$ cat config.mk
export PLATFORM = sky130hd
export DESIGN_NAME = norm_shifter_flat
export DESIGN_NICKNAME = d
export VERILOG_FILES = /design/src/rtl/norm_shifter_pkg.sv /design/src/rtl/norm_shifter_if.sv /design/src/rtl/norm_shifter_step.sv /design/src/rtl/norm_shifter.sv /design/src/flat_wrapper.sv
export SDC_FILE = /design/constraint.sdc
export NUM_CORES = 1
export LEC_CHECK = 0
export ABC_CLOCK_PERIOD_IN_PS = 1800
export CELL_PAD_IN_SITES_DETAIL_PLACEMENT = 0
export CELL_PAD_IN_SITES_GLOBAL_PLACEMENT = 1
export CORE_MARGIN = 2
export CORE_UTILIZATION = 34
export DETAILED_ROUTE_END_ITERATION = 16
export PLACE_DENSITY = 0.91
export SYNTH_ARGS = -nofsm -noshare
export SYNTH_HDL_FRONTEND = slang
export SYNTH_HIERARCHICAL = 1
export SYNTH_SLANG_ARGS = --single-unit
$ cat constraint.sdc
create_clock -name clk -period 1.8 [get_ports clk]
set_input_delay 0.36 -clock clk [delete_from_list [all_inputs] [get_ports clk]]
set_output_delay 0.36 -clock clk [all_outputs]
set_load 0.005 [all_outputs]
$ cat src/rtl/norm_shifter_pkg.sv
// Shared types and constants for the leading-zero normalizer.
package norm_shifter_pkg;
    localparam int DATA_W = 32;
    localparam int CNT_W  = 6;

    typedef enum logic [1:0] {ST_IDLE, ST_SHIFT, ST_DONE} state_t;

    typedef struct packed {
        logic [DATA_W-1:0] data;
        logic [CNT_W-1:0]  inc;
        logic              norm;
    } step_t;
endpackage

$ cat src/rtl/norm_shifter_if.sv
// Request/response bundle between a requester and norm_shifter.
interface norm_shifter_if;
    import norm_shifter_pkg::*;
    logic              in_start;
    logic [DATA_W-1:0] in_data;
    logic              out_busy;
    logic              out_done;
    logic [DATA_W-1:0] out_data;
    logic [DATA_W-1:0] out_cnt;
    logic              out_zero;

    modport master (output in_start, in_data,
                    input  out_busy, out_done, out_data, out_cnt, out_zero);
    modport slave  (input  in_start, in_data,
                    output out_busy, out_done, out_data, out_cnt, out_zero);
endinterface

$ cat src/rtl/norm_shifter_step.sv
// One normalization step: next working value and count increment.
// NORM_SHIFTER_FAST_EN adds the 8-position skip over an all-zero top byte.
module norm_step
    import norm_shifter_pkg::*;
(
    input  logic [DATA_W-1:0] work,
    output step_t             step
);
    always_comb begin
        step.norm = work[DATA_W-1];
        step.data = {work[DATA_W-2:0], 1'b0};
        step.inc  = CNT_W'(1);
`ifdef NORM_SHIFTER_FAST_EN
        if (work[DATA_W-1 -: 8] == 8'h00) begin
            step.data = {work[DATA_W-9:0], 8'h00};
            step.inc  = CNT_W'(8);
        end
`endif
    end
endmodule

$ cat src/rtl/norm_shifter.sv
// Iterative left-normalizer: IDLE -> SHIFT -> DONE, reports shift count.
// Build option NORM_SHIFTER_FAST_EN enables 8-bit steps (see norm_step).
module norm_shifter
    import norm_shifter_pkg::*;
(
    input  logic          clk,
    input  logic          rst_n,
    norm_shifter_if.slave bus
);
    state_t            state;
    logic [DATA_W-1:0] work;
    logic [CNT_W-1:0]  cnt;
    logic              busy, done, zero;
    step_t             step;

    norm_step u_step (.work(work), .step(step));

    // work doubles as the result register; it holds through IDLE until the next start
    always_ff @(posedge clk or negedge rst_n) begin
        if (!rst_n) begin
            state <= ST_IDLE;
            work  <= '0;
            cnt   <= '0;
            busy  <= 1'b0;
            done  <= 1'b0;
            zero  <= 1'b0;
        end else begin
            case (state)
                ST_IDLE: begin
                    done <= 1'b0;
                    if (bus.in_start) begin
                        busy <= 1'b1;
                        if (bus.in_data != '0) begin
                            work  <= bus.in_data;
                            cnt   <= '0;
                            zero  <= 1'b0;
                            state <= ST_SHIFT;
                        end else begin
                            work  <= '0;
                            cnt   <= CNT_W'(DATA_W);
                            zero  <= 1'b1;
                            done  <= 1'b1;
                            state <= ST_DONE;
                        end
                    end
                end
                ST_SHIFT: begin
                    if (step.norm) begin
                        done  <= 1'b1;
                        state <= ST_DONE;
                    end else begin
                        work <= step.data;
                        cnt  <= cnt + step.inc;
                    end
                end
                ST_DONE: begin
                    done  <= 1'b0;
                    busy  <= 1'b0;
                    state <= ST_IDLE;
                end
                default: begin
                    done  <= 1'b0;
                    busy  <= 1'b0;
                    state <= ST_IDLE;
                end
            endcase
        end
    end

    assign bus.out_busy = busy;
    assign bus.out_done = done;
    assign bus.out_data = work;
    assign bus.out_cnt  = {{(DATA_W-CNT_W){1'b0}}, cnt};
    assign bus.out_zero = zero;
endmodule

$ cat src/flat_wrapper.sv
// flat-port wrapper written by rule: the top's interface ports become plain ports
module norm_shifter_flat import norm_shifter_pkg::*;
  (clk, rst_n, bus_in_start, bus_in_data, bus_out_busy, bus_out_done, bus_out_data, bus_out_cnt, bus_out_zero);
  norm_shifter_if bus_i ();
  input  logic clk;
  input  logic rst_n;
  input wire logic [$bits(bus_i.in_start)-1:0] bus_in_start;
  input wire logic [$bits(bus_i.in_data)-1:0] bus_in_data;
  output wire logic [$bits(bus_i.out_busy)-1:0] bus_out_busy;
  output wire logic [$bits(bus_i.out_done)-1:0] bus_out_done;
  output wire logic [$bits(bus_i.out_data)-1:0] bus_out_data;
  output wire logic [$bits(bus_i.out_cnt)-1:0] bus_out_cnt;
  output wire logic [$bits(bus_i.out_zero)-1:0] bus_out_zero;
  assign bus_i.in_start = bus_in_start;
  assign bus_i.in_data = bus_in_data;
  assign bus_out_busy = bus_i.out_busy;
  assign bus_out_done = bus_i.out_done;
  assign bus_out_data = bus_i.out_data;
  assign bus_out_cnt = bus_i.out_cnt;
  assign bus_out_zero = bus_i.out_zero;
  norm_shifter u_core (.clk(clk), .rst_n(rst_n), .bus(bus_i));
endmodule
* After elaboration in Yosys (flattened, before gate mapping)
Cells that the tools add are included.
** Word-level totals
- Logic and storage cells :: 39
- Bits in registers :: 43
- Output and inout port bits :: 67
- Input bits :: 35
** Cells by class
- Bitwise logic cells :: 1
- Add/subtract/negate cells :: 1
- Mux-type cells :: 18
- Equal/unequal tests :: 4
- Reductions and logical operators :: 8
** Operator list (number)
- two-way mux 32 bit :: 3
- case mux 32 bit (2 select lines) :: 1
- nonzero test 32 bit :: 1
- two-way mux 6 bit :: 3
- case mux 6 bit (2 select lines) :: 1
- AND reduction 2 bit :: 4
- adder 6 x 1 -> 6 bit, second input constant :: 1
- two-way mux 2 bit :: 3
- two-way mux 1 bit :: 4
- != test 2 bit, second input constant :: 2
- case mux 1 bit (2 select lines) :: 2
- case mux 2 bit (2 select lines) :: 1
- AND reduction 3 bit :: 1
- equality test 2 x 1 -> 1 bit, second input constant :: 1
- zero test 2 bit :: 1
- != test 2 x 1 -> 1 bit, second input constant :: 1
- nonzero test 2 bit :: 1
- NOT 1 bit :: 1

* Depth between registers and ports, before layout
- Word-level depth :: 4
- Mapped depth :: 7
- Gate-level depth less buffers :: 6

* Cells and area by module
Netlist, hierarchy kept.
** By module, submodules not included
- norm_shifter :: area an instance 2632.5 sq um, times used 1, sequential area each 1076.0 sq um, cells each 278
- norm_step :: area an instance 300.3 sq um, times used 1, sequential area each 0.0 sq um, cells each 41

* Least setup slack after synthesis
Ideal clock, no wire load.
- Path kind :: register -> register
- Start :: register u_core.cnt[0]
- End :: register u_core.cnt[4]
- Library setup time :: 0.126 ns
- Setup slack :: 0.151 ns
- Arrival :: 1.523 ns
- Cell stages (with the launch flop) :: 7
- Path buffers :: 0
- Required time :: 1.674 ns
- Period minus slack after synthesis :: 1.649 ns
- Cell sequence :: dfrtp_1 ha_1 fa_1 a21o_1 a21oi_1 xor2_1 o21ai_0
** On the way
- Word-level cells in the longest chain between the ends :: 3
** RTL lines
- start: declaration :: RTL line norm_shifter.sv:12 : logic [CNT_W-1:0] cnt;
- start signal: assignment :: RTL line norm_shifter.sv:40 : cnt <= CNT_W'(DATA_W);
- start signal: assignment :: RTL line norm_shifter.sv:53 : cnt <= cnt + step.inc;
- adder 6 x 1 -> 6 bit :: RTL line norm_shifter.sv:53
- two-way mux 6 bit :: RTL line norm_shifter.sv:48 : if (step.norm) begin
- case mux 6 bit (2 select lines) :: RTL line norm_shifter.sv:28 : case (state)
Every way passes these cells. The select of a mux whose other input is x is not followed.
A chain may end at the register's enable or synchronous reset.

* Worst setup path after layout
- Start :: register u_core.cnt[1]
- End :: register u_core.cnt[5]
The elaborated chain is that of the path after synthesis.

==> flow_summary.json <==
{
  "insertion_delay_ps": 290,
  "syn_area_per_cell_sq_um": 9.194,
  "grt_pass1_wl_um": 10490,
  "timing.rr.end": "u_core/cnt[5]",
  "wl_per_cell_um": 13.45,
  "first_pass_iters": 4,
  "power_switching_mw": 2.640,
  "syn_to_final_growth_pct": 19.67,
  "cp_slowest_stage_delay_ps": 440,
  "core-area_sq_mm": 0.008299,
  "ir_drop_mv": 0.7342,
  "place_ws_ps": -188.2,
  "fmax_mhz": 589.2,
  "grt_max_degree": 26,
  "drc": 0,
  "setup-tns-final_ps": 0,
  "sw_frac_of_total": 0.4260,
  "fin_crit_sh": 0.9429,
  "crit_fanout": 4,
  "maxSlewViolCount": 0,
  "hold_class": "primary input to async pin",
  "initial_core_util": 0.3534,
  "wl_met3_um": 385,
  "grt-ovfl-total": 0,
  "cp.required_ps": 2010,
  "pwr-share-seq": 0.307,
  "reg2reg_slack_ps": 100,
  "yosysWarnings": 6,
  "fin_ws_ps": 102.8,
  "cp-start-kind": "flip-flop",
  "path_class": "flip-flop to flip-flop",
  "clk_root_buffer_cell": "clkbuf_8",
  "met2WireLength_um": 3000,
  "clock_path_buffers": 2,
  "synth_cell_types": 29,
  "design.die.area_sq_mm": 0.009385,
  "status": "finished clean",
  "grt_pass1_vias": 2049,
  "r2r_start": "u_core/cnt[1]",
  "worstPathCellList": "ha_1 > a21oi_1 > nor2b_1 > a311o_1 > xnor2_1 > o211ai_1",
  "dpl.hpwl_um": 4640,
  "ys_seq_area_frac": 0.3669,
  "path_clk_slew_ps": 80,
  "cts_buffers": 5,
  "tightest_slew_ps": 526.0,
  "m1WireLength_um": 2916,
  "top_layer_used": "met4",
  "crit_path_end_kind": "flip-flop",
  "gpl.final_weighted_congestion": 0.7760,
  "hold_viol_final": 0,
  "comb_power_share": 0.596,
  "cap_violations": 0,
  "clock_skew_ps": 3.509,
  "drt_iter0_drc": 123,
  "antenna_found_initial": 0,
  "synth-seq-cells": 43,
  "antenna_cells": 0,
  "vias": 2198,
  "ff2ff_path_depth": 6,
  "yosysTopAreaCell": "dfrtp_1",
  "slowest_stage": "dfrtp_1",
  "postRouteAntennaNets": 0,
  "critPathBufInv": 0,
  "gr-usage-all-layers": 0.1345,
  "num_io_pins": 102,
  "fin_crit_ps": 1697,
  "synth_area_leaders": "dfrtp_1 (37%), buf_4 (17%), a21oi_2 (16%)",
  "drive_gt1_frac": 0.2213,
  "die_x_um": 96.88,
  "die_h_um": 96.88,
  "io_buffer_count": 75,
  "path_delay_family": "compound AO/OA/AOI/OAI gates",
  "clkSinkCount": 43,
  "clkPwrFrac": 0.097,
  "rows": 33,
  "cts_tree": "done",
  "timing.slew.headroom": 0.6493,
  "synth_top_area_frac": 0.3669,
  "postCtsHoldBufs": 0,
  "p_int_mw": 3.558,
  "fin_nets": 406,
  "ctsHtreeMaxLevel": 2,
  "synthCells": 319,
  "postCtsSetupBuffers": 0,
  "drt-total-wl_um": 6335,
  "crit_arrival_ps": 1910,
  "power_leakage_nw": 1.465,
  "vias_per_cell": 4.667,
  "finalSetupViolations": 0,
  "syn-cell-area_sq_mm": 0.002933,
  "powerDensity_mw_per_mm2": 1766
}
==> stage by stage <==
stage                       util  hold WS (ps)  power [mW]  instances  cell area (sq um)
after global placement    0.4123         361.8       5.570        463               3422
final                     0.4229         39.62       6.198        471               3510
after global routing      0.4229         59.00       6.700        471               3510
after detailed placement  0.4123         369.3       5.645        463               3422
after floorplan                -         64.41       4.922        349               3045
after CTS                 0.4221         51.13       6.264        471               3503
==> cells in the mapped netlist, drive strengths merged <==
cell type	instances
buf	81
a21oi	71
nand2	44
dfrtp	43
nor2	36
nor4	8
o21ai	6
ha	5
conb	3
nand3	3
nor2b	3
xor2	3
nand4	2
xnor2	2
a21o	1
a311o	1
and2b	1
fa	1
nand2b	1
o211ai	1
o21a	1
o31ai	1
or2b	1
==> worst reg2reg max path: stages (launching register included) <==
cell and delay [ps]:
dfrtp_1 440, ha_1 310, a21oi_1 130, nor2b_1 80
a311o_1 370, xnor2_1 130, o211ai_1 160
==> layout make-up <==
cell class	count	area [sq um]
fill	831	4790
multi-input combinational	225	1325
sequential	43	1076
timing repair buffer	90	895.9
tap	105	131.4
clock buffer	7	76.32
clock inverter	1	5.005
==> sequential cells by signal (all words and copies together) (netlist names) <==
name                 cells
u_core/bus.out_zero      1
u_core/bus.out_done      1
u_core/cnt               6
u_core/bus.out_busy      1
u_core/bus.out_data     32
u_core/state             2
==> layout by cell type (no fill, tap or decap), types with 2 or more instances in the layout <==
cell type	instances
nor2b_1	2
clkdlybuf4s50_1	74
ha_1	5
buf_12	3
conb_1	33
xnor2_1	2
clkbuf_1	2
nand4_1	2
buf_4	12
dfrtp_1	43
nor4_1	8
xor2_1	3
nor2_1	36
nand2_1	44
a21oi_1	15
clkbuf_8	5
o21ai_0	5
nand3_1	3
a21oi_2	56
==> power groups by stage <==
| stage | registers, mW | logic [mW] | clock network, mW |
|---|---|---|---|
| floorplan | 1.82 | 3.10 | 0 |
| global placement | 1.91 | 3.66 | 0 |
| detailed placement | 1.92 | 3.73 | 0 |
| CTS | 1.91 | 3.73 | 0.625 |
| global route | 1.98 | 4.06 | 0.664 |
| finish | 1.90 | 3.70 | 0.600 |
==> worst max path at each step <==
stage	from	to	slack [ps]	cells after the start
finish	u_core/cnt[1]	u_core/cnt[5]	100	6
global route	u_core/cnt[0]	u_core/cnt[4]	-4	6
global placement	bus_in_data[27]	u_core/state[1]	-140	7
floorplan	u_core/cnt[0]	u_core/cnt[4]	150	6
CTS	u_core/cnt[0]	u_core/cnt[4]	30	6
detailed placement	bus_in_data[11]	u_core/state[1]	-190	6
==> per-layer routing <==
| metal | track usage | vias up |
|---|---|---|
| li1 | - | 1056 |
| met1 | 0.1853 | 1059 |
| met2 | 0.2131 | 81 |
| met3 | 0.03251 | 2 |
| met4 | 0.03359 | 0 |
| met5 | 0 | - |
==> kinds of logic after synthesis <==
group / share of synthesized area
fa+ha+maj: 0.02816
other cells: 0.003839
buf+inv: 0.2244
compound gates: 0.2167
flops: 0.3669
xor+xnor: 0.01493
simple gates: 0.1451
==> what timing repair did <==
| action | CTS | global route |
|---|---|---|
| resized for setup | 0 | 2 |
| setup endpoints to repair | 0 | 1 |
| endpoints found under the hold margin | 0 | 0 |
(Power assumes the default switching activity.)
